## src/rtl/regfile_pkg.sv

```systemverilog
// regfile_pkg
//   Shared definitions for the multi-port register file: default parameter
//   values, the bulk-clear FSM state type and a ceil-log2 helper used to
//   derive the address width from the entry count.
package regfile_pkg;

    localparam int RF_DW       = 8;
    localparam int RF_DEPTH    = 8;
    localparam int RF_NRD      = 2;
    localparam int RF_BYPASS   = 1;
    localparam int RF_ZERO_REG = 0;

    typedef enum logic {
        RF_IDLE,
        RF_SWEEP
    } rf_state_e;

    // Smallest r with 2**r >= n (n >= 2 in every legal configuration).
    function automatic int clog2(input int n);
        int r;
        r = 0;
        while ((1 << r) < n) r++;
        return r;
    endfunction

endpackage

```

## src/rtl/regfile_rd_port.sv

```systemverilog
// regfile_rd_port
//   One combinational read port of the register file. Decodes the read
//   address against the flattened entry array, returns 0 for addresses
//   beyond DEPTH-1 and for the hardwired zero entry, and optionally forwards
//   same-cycle accepted write data (port 1 over port 0).
// Ports:
//   raddr     in   AW       read address
//   mem_flat  in   DEPTH*DW all entries, entry i at [i*DW +: DW]
//   wr_acc    in   2        write port p accepted this cycle
//   waddr     in   2*AW     write addresses, port p at [p*AW +: AW]
//   wdata     in   2*DW     write data, port p at [p*DW +: DW]
//   rdata     out  DW       read data
module regfile_rd_port
    import regfile_pkg::*;
#(
    parameter int DW       = RF_DW,
    parameter int DEPTH    = RF_DEPTH,
    parameter int AW       = clog2(DEPTH),
    parameter int BYPASS   = RF_BYPASS,
    parameter int ZERO_REG = RF_ZERO_REG
) (
    input  logic [AW-1:0]       raddr,
    input  logic [DEPTH*DW-1:0] mem_flat,
    input  logic [1:0]          wr_acc,
    input  logic [2*AW-1:0]     waddr,
    input  logic [2*DW-1:0]     wdata,
    output logic [DW-1:0]       rdata
);

    logic [DW-1:0] entry;

    always_comb begin
        // An address that matches no entry (out of range) leaves entry at 0.
        entry = '0;
        for (int i = 0; i < DEPTH; i++) begin
            if (raddr == AW'(i)) entry = mem_flat[i*DW +: DW];
        end

        rdata = entry;
        // wr_acc is only ever set for in-range, writable addresses, so the
        // bypass cannot leak data onto an out-of-range read.
        if (BYPASS != 0) begin
            if (wr_acc[1] && (waddr[AW +: AW] == raddr))
                rdata = wdata[DW +: DW];
            else if (wr_acc[0] && (waddr[0 +: AW] == raddr))
                rdata = wdata[0 +: DW];
        end

        if ((ZERO_REG != 0) && (raddr == '0)) rdata = '0;
    end

endmodule

```

## src/rtl/regfile_mp.sv

```systemverilog
// regfile_mp
//   Parametrised register file with two write ports, NRD combinational read
//   ports, per-entry busy (scoreboard) bits and a bulk-clear engine that
//   zeroes one entry per cycle.
// Ports:
//   clk         in   1         clock, rising edge
//   rst         in   1         asynchronous active-high reset
//   we          in   2         write enable per write port
//   waddr       in   2*AW      write addresses, port p at [p*AW +: AW]
//   wdata       in   2*DW      write data, port p at [p*DW +: DW]
//   wr_ready    out  1         low while the clear sweep runs
//   raddr       in   NRD*AW    read addresses, packed
//   rdata       out  NRD*DW    read data, packed, combinational
//   alloc_en    in   1         mark alloc_addr busy
//   alloc_addr  in   AW        entry to mark busy
//   busy        out  DEPTH     per-entry busy bits
//   clr_req     in   1         start bulk clear
//   clr_busy    out  1         bulk clear in progress
module regfile_mp
    import regfile_pkg::*;
#(
    parameter int DW       = RF_DW,
    parameter int DEPTH    = RF_DEPTH,
    parameter int AW       = clog2(DEPTH),
    parameter int NRD      = RF_NRD,
    parameter int BYPASS   = RF_BYPASS,
    parameter int ZERO_REG = RF_ZERO_REG
) (
    input  logic                clk,
    input  logic                rst,
    input  logic [1:0]          we,
    input  logic [2*AW-1:0]     waddr,
    input  logic [2*DW-1:0]     wdata,
    output logic                wr_ready,
    input  logic [NRD*AW-1:0]   raddr,
    output logic [NRD*DW-1:0]   rdata,
    input  logic                alloc_en,
    input  logic [AW-1:0]       alloc_addr,
    output logic [DEPTH-1:0]    busy,
    input  logic                clr_req,
    output logic                clr_busy
);

    localparam logic [AW:0] DEPTH_W = (AW+1)'(DEPTH);

    rf_state_e                  state, state_nxt;
    logic [AW-1:0]              sweep_cnt;
    logic                       sweep_last;
    logic [DEPTH-1:0][DW-1:0]   mem;
    logic [DEPTH-1:0]           busy_q;
    logic [1:0]                 wr_acc;
    logic                       alloc_ok;

    // In range and not the hardwired zero entry.
    function automatic logic writable(input logic [AW-1:0] a);
        return ({1'b0, a} < DEPTH_W) && !((ZERO_REG != 0) && (a == '0));
    endfunction

    assign sweep_last = (state == RF_SWEEP) && (sweep_cnt == AW'(DEPTH - 1));

    always_ff @(posedge clk or posedge rst) begin
        if (rst) state <= RF_IDLE;
        else     state <= state_nxt;
    end

    always_comb begin
        state_nxt = state;
        wr_ready  = 1'b0;
        clr_busy  = 1'b0;
        case (state)
            RF_IDLE: begin
                wr_ready = 1'b1;
                if (clr_req) state_nxt = RF_SWEEP;
            end
            RF_SWEEP: begin
                clr_busy = 1'b1;
                if (sweep_last) state_nxt = RF_IDLE;
            end
            default: state_nxt = RF_IDLE;
        endcase
    end

    always_ff @(posedge clk or posedge rst) begin
        if (rst)
            sweep_cnt <= '0;
        else if (state == RF_SWEEP)
            sweep_cnt <= sweep_last ? '0 : sweep_cnt + 1'b1;
        else
            sweep_cnt <= '0;
    end

    always_comb begin
        wr_acc = '0;
        for (int p = 0; p < 2; p++) begin
            wr_acc[p] = we[p] && wr_ready && writable(waddr[p*AW +: AW]);
        end
        alloc_ok = alloc_en && writable(alloc_addr);
    end

    // Port 1 is tested first so it wins a same-address collision.
    always_ff @(posedge clk or posedge rst) begin
        if (rst) begin
            mem <= '0;
        end else begin
            for (int i = 0; i < DEPTH; i++) begin
                if (state == RF_SWEEP) begin
                    if (sweep_cnt == AW'(i)) mem[i] <= '0;
                end else if (wr_acc[1] && (waddr[AW +: AW] == AW'(i))) begin
                    mem[i] <= wdata[DW +: DW];
                end else if (wr_acc[0] && (waddr[0 +: AW] == AW'(i))) begin
                    mem[i] <= wdata[0 +: DW];
                end
            end
        end
    end

    // Allocation beats a same-cycle writeback clear; the final sweep edge
    // beats everything.
    always_ff @(posedge clk or posedge rst) begin
        if (rst) begin
            busy_q <= '0;
        end else if (sweep_last) begin
            busy_q <= '0;
        end else begin
            for (int i = 0; i < DEPTH; i++) begin
                if (alloc_ok && (alloc_addr == AW'(i)))
                    busy_q[i] <= 1'b1;
                else if ((wr_acc[0] && (waddr[0 +: AW] == AW'(i))) ||
                         (wr_acc[1] && (waddr[AW +: AW] == AW'(i))))
                    busy_q[i] <= 1'b0;
            end
        end
    end

    assign busy = busy_q;

    for (genvar r = 0; r < NRD; r++) begin : g_rd
        regfile_rd_port #(
            .DW       (DW),
            .DEPTH    (DEPTH),
            .AW       (AW),
            .BYPASS   (BYPASS),
            .ZERO_REG (ZERO_REG)
        ) u_rd_port (
            .raddr    (raddr[r*AW +: AW]),
            .mem_flat (mem),
            .wr_acc   (wr_acc),
            .waddr    (waddr),
            .wdata    (wdata),
            .rdata    (rdata[r*DW +: DW])
        );
    end

endmodule

```

## config.mk

```make
export PLATFORM = sky130hd
export DESIGN_NAME = regfile_mp
export DESIGN_NICKNAME = d
export VERILOG_FILES = /design/src/rtl/regfile_pkg.sv /design/src/rtl/regfile_rd_port.sv /design/src/rtl/regfile_mp.sv
export SDC_FILE = /design/constraint.sdc
export NUM_CORES = 1
export LEC_CHECK = 0
export BUFFER_PORTS_ARGS = -buffer_cell sky130_fd_sc_hd__buf_2
export CAP_MARGIN = 10
export CORE_MARGIN = 8
export CORE_UTILIZATION = 53
export CTS_CLUSTER_DIAMETER = 150
export CTS_CLUSTER_SIZE = 12
export DETAILED_ROUTE_END_ITERATION = 7
export PLACE_DENSITY_LB_ADDON = 0.2
export REMOVE_ABC_BUFFERS = 1
export SLEW_MARGIN = 10
export SYNTH_ARGS = -nofsm -noshare
export SYNTH_HDL_FRONTEND = slang
export SYNTH_HIERARCHICAL = 1
export SYNTH_SLANG_ARGS = --single-unit
```

## constraint.sdc

```tcl
create_clock -name clk -period 2.3 [get_ports clk]
set_input_delay 0.115 -clock clk [delete_from_list [all_inputs] [get_ports clk]]
set_output_delay 0.115 -clock clk [all_outputs]
set_load 0.01 [all_outputs]
```

==> flow_summary.toml <==
[sta]
worst_pin_slew_ns = 0.776
finalHoldViolations = 0
skew_ns = 0.00631
rsz0062_at_grt = "false"
timing.fmax_mhz = 443
hold_ws_ns = 0.0256
setup_slack_ns = 0.0434
relSlewSlack_pct = 48.2
fin_crit_ns = 2.26
finalSetupViolCount = 0
report.final.slew_viol_count = 0
period_share_pct = 98.1

[drt]
drt_first_pass_iters = 5
wl_per_cell_um = 26.6
ant_nets = 0
viasPerCell = 7.39
finalWirelength_um = 24500
first_iter_violations = 957
drc = 0
num_vias = 6805

[hold_path]
hold_path_depth = 2
worstHoldPathType = "in2reg"
hp-start = "alloc_addr[0]"
hold_end = "busy[0]$_DFFE_PP0P_"

[cells_and_area]
drive_gt1_share_pct = 18.5
ff_latch_area_um2 = 1900
nFillCells = 1071
nets = 812
multi_input_area_um2 = 3980
area_growth_pct = 10.0
antenna_cells = 0

[logic_synthesis]
ys.flop_type = "dfrtp_1"
synth_most_common_cell = "o211ai_1"
syn_inst = 761
yosysSeqAreaShare_pct = 30.0
synth_cell_type_count = 36
synth_top_area_cell = "dfrtp_1"
synth_top_cell_area_share_pct = 30.0
synthTopCellsByCount = "96 x o211ai_1, 93 x nand2_1, 80 x nor3_1, 76 x dfrtp_1, 64 x a31oi_1"
synth_area_leaders = "dfrtp_1 30%, o211ai_1 11%, mux2i_1 7.6%, a31oi_1 6.3%, nor3_1 6.3%"
async_reset_ff_share_pct = 100
yosys_warnings = 6
netlist_area_um2 = 6350
synth-seq-cells = 76
synth_area_per_cell_um2 = 8.34
synth_edf_count = 0

[outcome]
status = "finished, final reports clean"

[setup_path]
end_kind = "output port"
critPathMaxFanout = 9
worst_setup_path_start_kind = "flop"
crit_slowest_cell = "dfrtp_1"
worstSetupPathType = "reg2out"
cp.required_ns = 2.18
r2r_slack_ns = 0.42
cp_data_arrival_time_ns = 2.14
critPathTopFamily = "simple AND/OR/NAND/NOR gates"
critPathMaxStageDelay_ns = 0.45
r2r_start = "state$_DFF_PP0_"
worstPathCellList = "nor2b_2 -> nand4_4 -> and2_4 -> a311oi_1 -> buf_2"
rr_worst_depth = 5
r2r-end = "mem[23]$_DFFE_PP0P_"
path_buf_inv = 1

[global_route]
track_usage_pct = 30.8
antenna_found_initial = 0
grt_pass1_vias = 6801
grt_pass1_wl_um = 38200
grt_overflow_total = 0
grt_max_degree = 77

[placed_design]
place_congestion = 1.07
dp_hpwl_um = 17100
preCtsSetupSlack_ns = 0.263
io_buffers = 62

[power]
leakage_nw = 2.76
p_per_area_nw_per_um2 = 971
vdd_drop_max_v = 0.000578

[cts]
cts_tree = "done"
cts_sinks = 76
numCtsBuffers = 9
clk_latency_ns = 0.35
cts_setup_buffers = 0
htreeDepth = 3
clkTransAtPathRegs_ns = 0.06
clockBufferDepth = 2
clockRootBuffer = "clkbuf_16"

[floorplan]
die_w_um = 125
rows = 40
coreArea_um2 = 11900
num_io_pins = 63
start_util_pct = 53.5
fp.dieH_um = 125
design.die.area_um2 = 15700

[run]
drv_cap = 0
## metal layers
metal,track usage (%),vias to the layer above,wire (um)
li1,-,2900,-
met1,39.7,3267,9750
met2,46.1,532,10700
met3,7.18,106,2850
met4,18.2,0,1230
met5,0,-,0
## worst max-delay path by stage
stage / cells after the start / start / endpoint / slack, ns
after floorplan: 3 / state$_DFF_PP0_ / mem[48]$_DFFE_PP0P_ / -0.50
after global placement: 7 / raddr[1] / rdata[3] / 0.32
after detailed placement: 7 / raddr[1] / rdata[5] / 0.26
after CTS: 6 / state$_DFF_PP0_ / rdata[5] / 0.03
after global routing: 5 / state$_DFF_PP0_ / rdata[12] / 0.004
final: 5 / state$_DFF_PP0_ / rdata[5] / 0.04
## sequential cells by signal, indices dropped and copies added (netlist names)
name	flops
sweep_cnt	3
state	1
busy	8
mem	64
## cells in the final DEF (no fill, tap or decap), types with 2 or more instances in the layout
| master | count |
|---|---|
| clkbuf_16 | 9 |
| nand3b_1 | 38 |
| bufinv_16 | 2 |
| a31oi_1 | 64 |
| nor3_1 | 80 |
| buf_12 | 2 |
| nand4_4 | 4 |
| nor2_1 | 21 |
| and3b_1 | 17 |
| o22ai_1 | 14 |
| nand3_1 | 20 |
| buf_4 | 26 |
| inv_1 | 6 |
| nand4_1 | 16 |
| nand2b_1 | 7 |
| or2_1 | 2 |
| clkbuf_8 | 3 |
| buf_2 | 62 |
| a311oi_1 | 10 |
| mux2i_1 | 48 |
| o211ai_1 | 96 |
| and3_1 | 2 |
| ha_1 | 6 |
| a311oi_2 | 6 |
| o32ai_1 | 2 |
| and2_4 | 2 |
| nand2_1 | 93 |
| xnor2_2 | 12 |
| or2_2 | 7 |
| and4_2 | 2 |
| dfrtp_1 | 76 |
| nor3b_1 | 8 |
## where the power goes
| group | internal (W) | total (W) | switching [W] |
|---|---|---|---|
| clock | 0.00104 | 0.00163 | 0.000593 |
| combinational | 0.00108 | 0.00258 | 0.00151 |
| sequential | 0.00192 | 0.00256 | 0.000649 |
## area by class of cell
type / count / share of cell area [%]
Tap cell: 147 / 2.63
Clock inverter: 3 / 0.967
Sequential cell: 76 / 27.2
Timing Repair Buffer: 91 / 7.95
Inverter: 7 / 0.376
Multi-Input combinational cell: 584 / 57.0
Clock buffer: 13 / 3.87
## kinds of logic after synthesis
family | after synthesis | share of synthesized area, %
flops | 76 | 30.0
compound gates | 193 | 22.0
fa+ha+maj | 6 | 1.18
mux | 48 | 7.57
xor+xnor | 12 | 3.07
buf+inv | 101 | 7.84
simple gates | 325 | 28.4
## stage by stage
step	instances	cell area [um^2]	utilization (%)	power, W	TNS, ns
floorplan	667	5880	-	0.00392	-13.94
global placement	904	6610	55.7	0.00496	0
detailed placement	904	6610	55.7	0.00508	0
CTS	921	6960	58.7	0.00671	0
global route	921	6980	58.9	0.00709	0
finish	921	6980	58.9	0.00678	0
## timing repair
item | 4_1_cts | 5_1_grt
gates cloned | 0 | 0
resized for setup | 2 | 5
hold buffers | 1 | 0
endpoints found under the hold margin | 76 | 0
setup endpoints to repair | 8 | 8
No activity file was read; power rests on OpenSTA's default activity.
